File: src/rtl/mem_access_pkg.sv
// Shared types and lane constants for the memory-stage load/store unit.
package mem_access_pkg;

  localparam int unsigned XLEN     = 32;
  localparam int unsigned NumLanes = XLEN / 8;

  typedef enum logic [1:0] {
    MEM_BYTE = 2'b00,
    MEM_HALF = 2'b01,
    MEM_WORD = 2'b10,
    MEM_RSVD = 2'b11
  } mem_type_e;

  typedef enum logic [1:0] {
    StIdle,
    StReq,
    StWait,
    StDone
  } mau_state_e;

  localparam logic [NumLanes-1:0] BeByte0  = 4'b0001;
  localparam logic [NumLanes-1:0] BeLoHalf = 4'b0011;
  localparam logic [NumLanes-1:0] BeHiHalf = 4'b1100;
  localparam logic [NumLanes-1:0] BeAll    = 4'b1111;

  // Reserved type counts as misaligned so it is dropped with the same pulse.
  function automatic logic is_misaligned(mem_type_e t, logic [1:0] off);
    logic mis;
    unique case (t)
      MEM_BYTE: mis = 1'b0;
      MEM_HALF: mis = off[0];
      MEM_WORD: mis = (off != 2'b00);
      MEM_RSVD: mis = 1'b1;
    endcase
    return mis;
  endfunction

endpackage

File: src/rtl/load_store_align.sv
// Combinational lane steering: store byte enables and replication, load realign and extend,
// plus misaligned/reserved access detection.
module load_store_align
  import mem_access_pkg::*;
(
  input  logic [1:0]          st_off_i,
  input  mem_type_e           st_type_i,
  input  logic [XLEN-1:0]     st_data_i,
  output logic [NumLanes-1:0] st_be_o,
  output logic [XLEN-1:0]     st_wdata_o,
  output logic                misaligned_o,

  input  logic [1:0]          ld_off_i,
  input  mem_type_e           ld_type_i,
  input  logic                ld_sign_i,
  input  logic [XLEN-1:0]     ld_rdata_i,
  output logic [XLEN-1:0]     ld_data_o
);

  logic [XLEN-1:0] shifted;

  assign misaligned_o = is_misaligned(st_type_i, st_off_i);

  always_comb begin
    st_be_o    = BeAll;
    st_wdata_o = st_data_i;
    unique case (st_type_i)
      MEM_BYTE: begin
        st_be_o    = BeByte0 << st_off_i;
        st_wdata_o = {4{st_data_i[7:0]}};
      end
      MEM_HALF: begin
        st_be_o    = st_off_i[1] ? BeHiHalf : BeLoHalf;
        st_wdata_o = {2{st_data_i[15:0]}};
      end
      MEM_WORD: begin
        st_be_o    = BeAll;
        st_wdata_o = st_data_i;
      end
      MEM_RSVD: begin
        st_be_o    = '0;
        st_wdata_o = st_data_i;
      end
    endcase
  end

  assign shifted = ld_rdata_i >> {ld_off_i, 3'b000};

  always_comb begin
    ld_data_o = shifted;
    unique case (ld_type_i)
      MEM_BYTE: ld_data_o = {{24{ld_sign_i & shifted[7]}}, shifted[7:0]};
      MEM_HALF: ld_data_o = {{16{ld_sign_i & shifted[15]}}, shifted[15:0]};
      MEM_WORD: ld_data_o = shifted;
      MEM_RSVD: ld_data_o = shifted;
    endcase
  end

endmodule

File: src/rtl/memory_access_unit.sv
// Memory-stage load/store unit: one req/gnt/rvalid transaction per instruction, holding the
// upstream stages via stall_o while the access is in flight.
module memory_access_unit
  import mem_access_pkg::*;
#(
  parameter int unsigned DATA_WIDTH             = 32,
  parameter int unsigned REGISTER_ADDRESS_WIDTH = 5
) (
  input  logic                              clk,
  input  logic                              rst_n,
  input  logic                              memWriteE_i,
  input  logic                              resultSRCE_i,
  input  logic [DATA_WIDTH-1:0]             ALUresultE_i,
  input  logic [DATA_WIDTH-1:0]             RD2E_i,
  input  logic [1:0]                        memTypeE_i,
  input  logic                              memSignE_i,
  input  logic                              regWriteE_i,
  input  logic [REGISTER_ADDRESS_WIDTH-1:0] AD3E_i,
  output logic                              memReq_o,
  output logic                              memWe_o,
  output logic [DATA_WIDTH-1:0]             memAddr_o,
  output logic [DATA_WIDTH-1:0]             memWData_o,
  output logic [3:0]                        memBe_o,
  input  logic                              memGnt_i,
  input  logic                              memRValid_i,
  input  logic [DATA_WIDTH-1:0]             memRData_i,
  output logic                              stall_o,
  output logic                              wbValidM_o,
  output logic                              regWriteM_o,
  output logic [REGISTER_ADDRESS_WIDTH-1:0] AD3M_o,
  output logic [DATA_WIDTH-1:0]             readDataM_o,
  output logic                              misaligned_o
);

  mau_state_e                        state_q, state_d;
  logic [DATA_WIDTH-1:0]             addr_q, addr_d;
  logic [DATA_WIDTH-1:0]             wdata_q, wdata_d;
  logic [3:0]                        be_q, be_d;
  logic                              we_q, we_d;
  mem_type_e                         type_q, type_d;
  logic                              sign_q, sign_d;
  logic                              regwrite_q, regwrite_d;
  logic [REGISTER_ADDRESS_WIDTH-1:0] ad3_q, ad3_d;
  logic                              req_q, req_d;
  logic [DATA_WIDTH-1:0]             rdata_q, rdata_d;

  logic                  access;
  logic                  mis;
  logic [3:0]            st_be;
  logic [DATA_WIDTH-1:0] st_wdata;
  logic [DATA_WIDTH-1:0] ld_data;

  assign access = memWriteE_i | resultSRCE_i;

  load_store_align u_align (
    .st_off_i     (ALUresultE_i[1:0]),
    .st_type_i    (mem_type_e'(memTypeE_i)),
    .st_data_i    (RD2E_i),
    .st_be_o      (st_be),
    .st_wdata_o   (st_wdata),
    .misaligned_o (mis),
    .ld_off_i     (addr_q[1:0]),
    .ld_type_i    (type_q),
    .ld_sign_i    (sign_q),
    .ld_rdata_i   (memRData_i),
    .ld_data_o    (ld_data)
  );

  always_comb begin
    state_d      = state_q;
    addr_d       = addr_q;
    wdata_d      = wdata_q;
    be_d         = be_q;
    we_d         = we_q;
    type_d       = type_q;
    sign_d       = sign_q;
    regwrite_d   = regwrite_q;
    ad3_d        = ad3_q;
    req_d        = req_q;
    rdata_d      = rdata_q;
    stall_o      = 1'b0;
    misaligned_o = 1'b0;

    unique case (state_q)
      StIdle: begin
        if (access && mis) begin
          misaligned_o = 1'b1;
        end else if (access) begin
          stall_o    = 1'b1;
          addr_d     = ALUresultE_i;
          wdata_d    = st_wdata;
          be_d       = st_be;
          // A store wins when both store and load flags are set.
          we_d       = memWriteE_i;
          type_d     = mem_type_e'(memTypeE_i);
          sign_d     = memSignE_i;
          regwrite_d = regWriteE_i;
          ad3_d      = AD3E_i;
          rdata_d    = '0;
          req_d      = 1'b1;
          state_d    = StReq;
        end
      end
      StReq: begin
        stall_o = 1'b1;
        if (memGnt_i) begin
          req_d = 1'b0;
          if (we_q) begin
            state_d = StDone;
          end else if (memRValid_i) begin
            rdata_d = ld_data;
            state_d = StDone;
          end else begin
            state_d = StWait;
          end
        end
      end
      StWait: begin
        stall_o = 1'b1;
        if (memRValid_i) begin
          rdata_d = ld_data;
          state_d = StDone;
        end
      end
      StDone: begin
        state_d = StIdle;
      end
    endcase
  end

  always_ff @(posedge clk or negedge rst_n) begin
    if (!rst_n) begin
      state_q    <= StIdle;
      addr_q     <= '0;
      wdata_q    <= '0;
      be_q       <= '0;
      we_q       <= 1'b0;
      type_q     <= MEM_BYTE;
      sign_q     <= 1'b0;
      regwrite_q <= 1'b0;
      ad3_q      <= '0;
      req_q      <= 1'b0;
      rdata_q    <= '0;
    end else begin
      state_q    <= state_d;
      addr_q     <= addr_d;
      wdata_q    <= wdata_d;
      be_q       <= be_d;
      we_q       <= we_d;
      type_q     <= type_d;
      sign_q     <= sign_d;
      regwrite_q <= regwrite_d;
      ad3_q      <= ad3_d;
      req_q      <= req_d;
      rdata_q    <= rdata_d;
    end
  end

  assign memReq_o    = req_q;
  assign memWe_o     = we_q;
  assign memAddr_o   = {addr_q[DATA_WIDTH-1:2], 2'b00};
  assign memWData_o  = wdata_q;
  assign memBe_o     = be_q;
  assign wbValidM_o  = (state_q == StDone);
  assign regWriteM_o = wbValidM_o & regwrite_q;
  assign AD3M_o      = ad3_q;
  assign readDataM_o = rdata_q;

  req_hold_a: assert property (@(posedge clk) disable iff (!rst_n)
    memReq_o && !memGnt_i |=> memReq_o && $stable(memAddr_o));
  wb_pulse_a: assert property (@(posedge clk) disable iff (!rst_n)
    wbValidM_o |=> !wbValidM_o);
  mis_drop_a: assert property (@(posedge clk) disable iff (!rst_n)
    misaligned_o |-> !stall_o && !memReq_o);

endmodule

File: config.mk
export PLATFORM = sky130hd
export DESIGN_NAME = memory_access_unit
export DESIGN_NICKNAME = d
export VERILOG_FILES = /design/src/rtl/mem_access_pkg.sv /design/src/rtl/load_store_align.sv /design/src/rtl/memory_access_unit.sv
export SDC_FILE = /design/constraint.sdc
export NUM_CORES = 1
export LEC_CHECK = 0
export CORE_MARGIN = 2
export CORE_UTILIZATION = 44
export CTS_BUF_LIST = sky130_fd_sc_hd__clkbuf_8 sky130_fd_sc_hd__clkbuf_16
export DETAILED_ROUTE_END_ITERATION = 10
export PLACE_DENSITY = 0.84
export SYNTH_ARGS = -nofsm -noshare
export SYNTH_HDL_FRONTEND = slang
export SYNTH_SLANG_ARGS = --single-unit
File: constraint.sdc
create_clock -name clk -period 3.07 [get_ports clk]
set_input_delay 0.921 -clock clk [delete_from_list [all_inputs] [get_ports clk]]
set_output_delay 0.921 -clock clk [all_outputs]
set_load 0.03 [all_outputs]
Word level (Yosys, flattened, before mapping)
Cells that the tools add are included.
- output and inout bits: 111
- input port bits: 111
- word-level logic and storage cells: 73
- flip-flop bits (word level): 113
- bitwise gates (word level): 5
- muxes and demuxes: 27
- eq/ne operators: 14
- reduce and logical (&&, ||, !) cells: 14
- shift-type cells: 2
- operators by type and width (cell ; number):
    $pmux 32 s3 ; 3
    $mux 32 ; 5
    $shr 32x5->32 ; 1
    $pmux 4 s4 ; 1
    $eq 2x2->1 const B ; 6
    $ne 2x2->1 const B ; 5
    $mux 1 ; 9
    $mux 2 ; 4
    $pmux 2 s4 ; 1
    $reduce_and 4->1 ; 2
    $eq 2x1->1 const B ; 3
    $logic_not 2->1 ; 3
    $reduce_or 2->1 ; 3
    $reduce_and 5->1 ; 1
    $mux 4 ; 1
    $pmux 1 s2 ; 2
    $pmux 1 s4 ; 1
    $reduce_bool 2->1 ; 2
    $shl 1x2->4 const A ; 1
    $and 1x1->1 ; 3
    $reduce_and 3->1 ; 1
    $reduce_bool 3->1 ; 1
    $logic_and 1x1->1 ; 1
    $not 1->1 ; 1
    $or 1x1->1 ; 1

Logic depth before layout (Yosys ltp)
Gate-level depths: netlist of run 1.
- depth after elaboration: 7
- mapped depth: 8
- gate-level depth less buffers: 6

Modules after synthesis
From an unflattened synthesis of run 1, not the netlist that was laid out.
- cells, all modules: 551
- area, all modules: 6226.0 um2
- modules (own cells, without submodules) (module ; cells each ; area an instance (um2) ; seq. area each (um2) ; instances):
    memory_access_unit ; 367 ; 4867.2 ; 2827.7 ; 1
    load_store_align ; 184 ; 1358.8 ; 0.0 ; 1

Worst setup path after synthesis of run 1
No wires, ideal clock.
- path kind: input -> output
- start: input ALUresultE_i[0]
- end: output stall_o
- path slack: -189 ps
- data required time: 2149 ps
- stages on the path: 6
- data arrival time: 2338 ps
- cell sequence: buf_4 nor3_4 o21ai_2 buf_2 buf_2 a21oi_1
- longest elaborated chain between the ends: 5
- ends and longest elaborated chain (what ; RTL line ; source):
    start, declared ; memory_access_unit.sv:13 ; input logic [DATA_WIDTH-1:0] ALUresultE_i,
    $reduce_bool 2->1 ; mem_access_pkg.sv:32 ; MEM_WORD: mis = (off != 2'b00);
    $pmux 1 s4 * ; mem_access_pkg.sv:29 ; unique case (t)
    $logic_and 1x1->1 * ; memory_access_unit.sv:86 ; if (access && mis) begin
    $mux 1 * ; memory_access_unit.sv:86 ;
    $pmux 1 s2 * ; memory_access_unit.sv:84 ; unique case (state_q)
    end, declared ; memory_access_unit.sv:27 ; output logic stall_o,
Every way passes the cells marked *; elsewhere a longest branch is shown, timed or not.

Worst setup path in the final report of run 1
- start: input memTypeE_i[1]
- end: output stall_o
- longest elaborated chain between the ends: 5
- elaborated cells on any way between the ends: 8
- classes of those cells: eq/ne (3); mux (3); reduce/logical (2)
- ends and longest elaborated chain (what ; RTL line ; source):
    start, declared ; memory_access_unit.sv:15 ; input logic [1:0] memTypeE_i,
    $eq 2x2->1, or another cell as far along ; mem_access_pkg.sv:29 ;
    $pmux 1 s4 * ; mem_access_pkg.sv:29 ;
    $logic_and 1x1->1 * ; memory_access_unit.sv:86 ;
    $mux 1 * ; memory_access_unit.sv:86 ;
    $pmux 1 s2 * ; memory_access_unit.sv:84 ;
Marked as above.

==> flow_metrics.py, run 1 <==
metrics = {
    "timing": {
        "finalSetupViolCount": 0,
        "fin_crit_sh": 0.976,
        "setup_tns_ns": 0,
        "skew_ns": 0.00656,
        "rsz0062_at_grt": "false",
        "slew_viol_final": 0,
        "slew_headroom": 0.389,
        "fmax_mhz": 334,
        "finalCriticalPeriod_ns": 3.00,
        "finalHoldViolCount": 0,
        "worst_pin_slew_ns": 0.916,
    },
    "floorplan": {
        "num_rows": 41,
        "initial_utilization": 0.451,
        "io_pins": 222,
        "coreArea_mm2": 0.0126,
        "die_width_um": 118,
        "die_y_um": 118,
        "dieArea_mm2": 0.0139,
    },
    "placement": {
        "io_buffer_count": 219,
        "dp.cells": 852,
        "gp_congestion": 0.865,
        "post-dp-hpwl_um": 11400,
    },
    "min_path": {
        "hold_class": "reg -> reg",
        "min_from": "memWData_o[10]",
    },
    "global_route": {
        "grt_pass1_wl_um": 25500,
        "antenna_found_initial": 0,
        "track_usage": 0.231,
        "grt-ovfl-total": 0,
        "grt_max_degree": 92,
        "grt_pass1_vias": 4862,
    },
    "cts": {
        "cts_buffer_depth": 2,
        "cts_made_buffers": 17,
        "cts.sink_count": 113,
        "cts_tree": "built",
        "clkTransAtPathRegs_ns": 0.05,
        "cts-root-buf": "clkbuf_16",
        "h-tree-depth": 4,
        "ctsHoldBuffers": 0,
        "clkLatencyLatePin_ns": 0.41,
    },
    "synth": {
        "seq_area_frac_synth": 0.496,
        "ys_seq_elements": 113,
        "synthDistinctLibCells": 48,
        "synth_top_flop_cell": "dfrtp_1",
        "netlist_top_cells_count": "dfrtp_1, mux2_2, mux2i_1",
        "netlist_instances": 508,
        "async_flop_share": 1.00,
        "synth_area_leader_cell": "dfrtp_1",
        "syn_avg_cell_area_um2": 11.2,
        "synth_area_mm2": 0.00570,
        "netlist.area_leader.share": 0.496,
        "yosysWarningCount": 0,
        "yosys-top-cells-area": "dfrtp_1, mux2_2, mux2i_1, buf_4, o2bb2ai_1",
        "synth-edff-count": 0,
        "yosys.cell_count.top_type": "dfrtp_1",
    },
    "critical_path": {
        "reg2reg_from": "state_q[0]",
        "worstPathMaxFanout": 5,
        "crit_arrival_ns": 2.07,
        "required_ns": 2.15,
        "worstSetupStartpointType": "primary input",
        "critical_path_class": "in -> out",
        "crit_path_end_kind": "output port",
        "cp-startpoint": "memTypeE_i[1]",
    },
    "routing": {
        "vias": 4655,
        "first_pass_iters": 4,
        "first_iter_violations": 226,
        "viasPerCell": 5.27,
        "ant_nets": 0,
        "drc_errors": 0,
        "wl_um": 15600,
        "routedWlPerCell_um": 17.7,
    },
    "cells_and_area": {
        "n_fill_cell": 967,
        "drive_above_1_share": 0.170,
        "area_delta_synth_final_pct": 49.1,
        "fin_nets": 816,
        "antennaDiodeCount": 0,
        "final_cells": 884,
    },
    "pwr": {
        "ir_worst_vdd_mv": 0.701,
        "leakage_nw": 3.65,
        "power_density_mw_per_mm2": 1140,
    },
    "outcome": {
        "status": "finished, final reports clean",
    },
    "job": {
        "maxCapViolations": 0,
    },
}
report_power, final:
part	total, mW	internal, mW	leakage, nW	switching (mW)
Combinational	5.08	2.23	1.97	2.85
Sequential	2.62	2.17	1.40	0.448
Clock	1.99	1.29	0.280	0.695
sequential cells by signal (all words and copies together), names as in the netlist:
register / cells
memWData_o: 32
sign_q: 1
state_q: 2
readDataM_o: 32
memReq_o: 1
AD3M_o: 5
addr_q: 32
memBe_o: 4
type_q: 2
memWe_o: 1
regwrite_q: 1
what timing repair did:
| item | in CTS | in global routing |
|---|---|---|
| setup endpoints to repair | 1 | 2 |
| resized for setup | 3 | 1 |
| setup buffers | 1 | 0 |
| pin swaps | 1 | 0 |
placed cells by master, fill, tap and decap left out, types with 13 or more instances in the layout:
cell / count
dfrtp_1: 113
buf_4: 18
mux2i_1: 52
inv_1: 13
nor2_1: 28
nand2_1: 38
mux2_2: 57
o2bb2ai_1: 23
clkdlybuf4s50_1: 213
a21oi_1: 21
o21ai_0: 30
clkbuf_16: 17
through the flow:
step	hold slack (ns)	total power, mW	setup slack [ns]	instance area, um^2	utilization
final	0.484	9.68	0.0748	8490	0.673
after global routing	0.505	10.2	0.0162	8490	0.673
after CTS	0.489	9.75	0.0390	8490	0.673
after detailed placement	0.470	7.72	-0.0407	7880	0.624
after floorplan	0.471	6.00	0.0600	5710	-
after global placement	0.464	7.57	-0.0136	7880	0.624
final timing paths:
path / end / slack [ns] / cells past startpoint
max in group asynchronous: readDataM_o[21] / 1.86 / 2
min in group asynchronous: addr_q[28] / 0.49 / 1
worst max register to register: readDataM_o[21] / 0.79 / 7
worst min register to register: memWData_o[10] / 0.48 / 2
worst max-delay path: stall_o / 0.07 / 5
worst min-delay path: memWData_o[10] / 0.48 / 2
kinds of logic (layout without fill, tap and decap cells):
| group | Yosys count | after routing | share of synthesized area |
|---|---|---|---|
| DFF | 113 | 113 | 0.496 |
| other | 1 | 2 | 0.000658 |
| adders and majority gates | 5 | 5 | 0.0110 |
| and+or+nand+nor | 90 | 90 | 0.0745 |
| muxes | 109 | 109 | 0.204 |
| buffers and inverters | 78 | 281 | 0.0804 |
| AOI/OAI and AO/OA | 111 | 111 | 0.132 |
| xor gates and xnor gates | 1 | 1 | 0.00154 |
cell type report:
cell class	instances	area, um^2	area share
multi-input cells	318	2440	0.287
well taps	172	215	0.0253
repair buffers	237	2360	0.278
clock buffers	18	439	0.0517
inverters	13	48.8	0.00575
flip-flops and latches	113	2830	0.333
clock inverters	13	164	0.0193
critical path, stage by stage:
cell and delay [ns]:
clkdlybuf4s50_1 0.53, a21oi_4 0.23, o21ai_4 0.09, a21oi_4 0.14
buf_4 0.17
metal layers:
layer,wire [um],global-route usage,vias to the layer above
met5,0,0,-
met4,441,0.100,0
met3,1290,0.0814,36
met2,7640,0.388,209
met1,6270,0.266,2244
li1,-,-,2166
Power figures use the tool's default switching activity.
==> inputs of run 2 (changes only) <==
Settings changed: CTS_CLUSTER_SIZE from default to 28, GPL_ROUTABILITY_DRIVEN from default to 1.
==> results of run 2 <==
The final DEF is identical to that of run 1; final timing and power are the same.
==> inputs of run 3 (changes only) <==
Settings changed: HOLD_SLACK_MARGIN from default to 0.03.
==> results of run 3 <==
The final DEF is identical to that of run 1; final timing and power are the same.
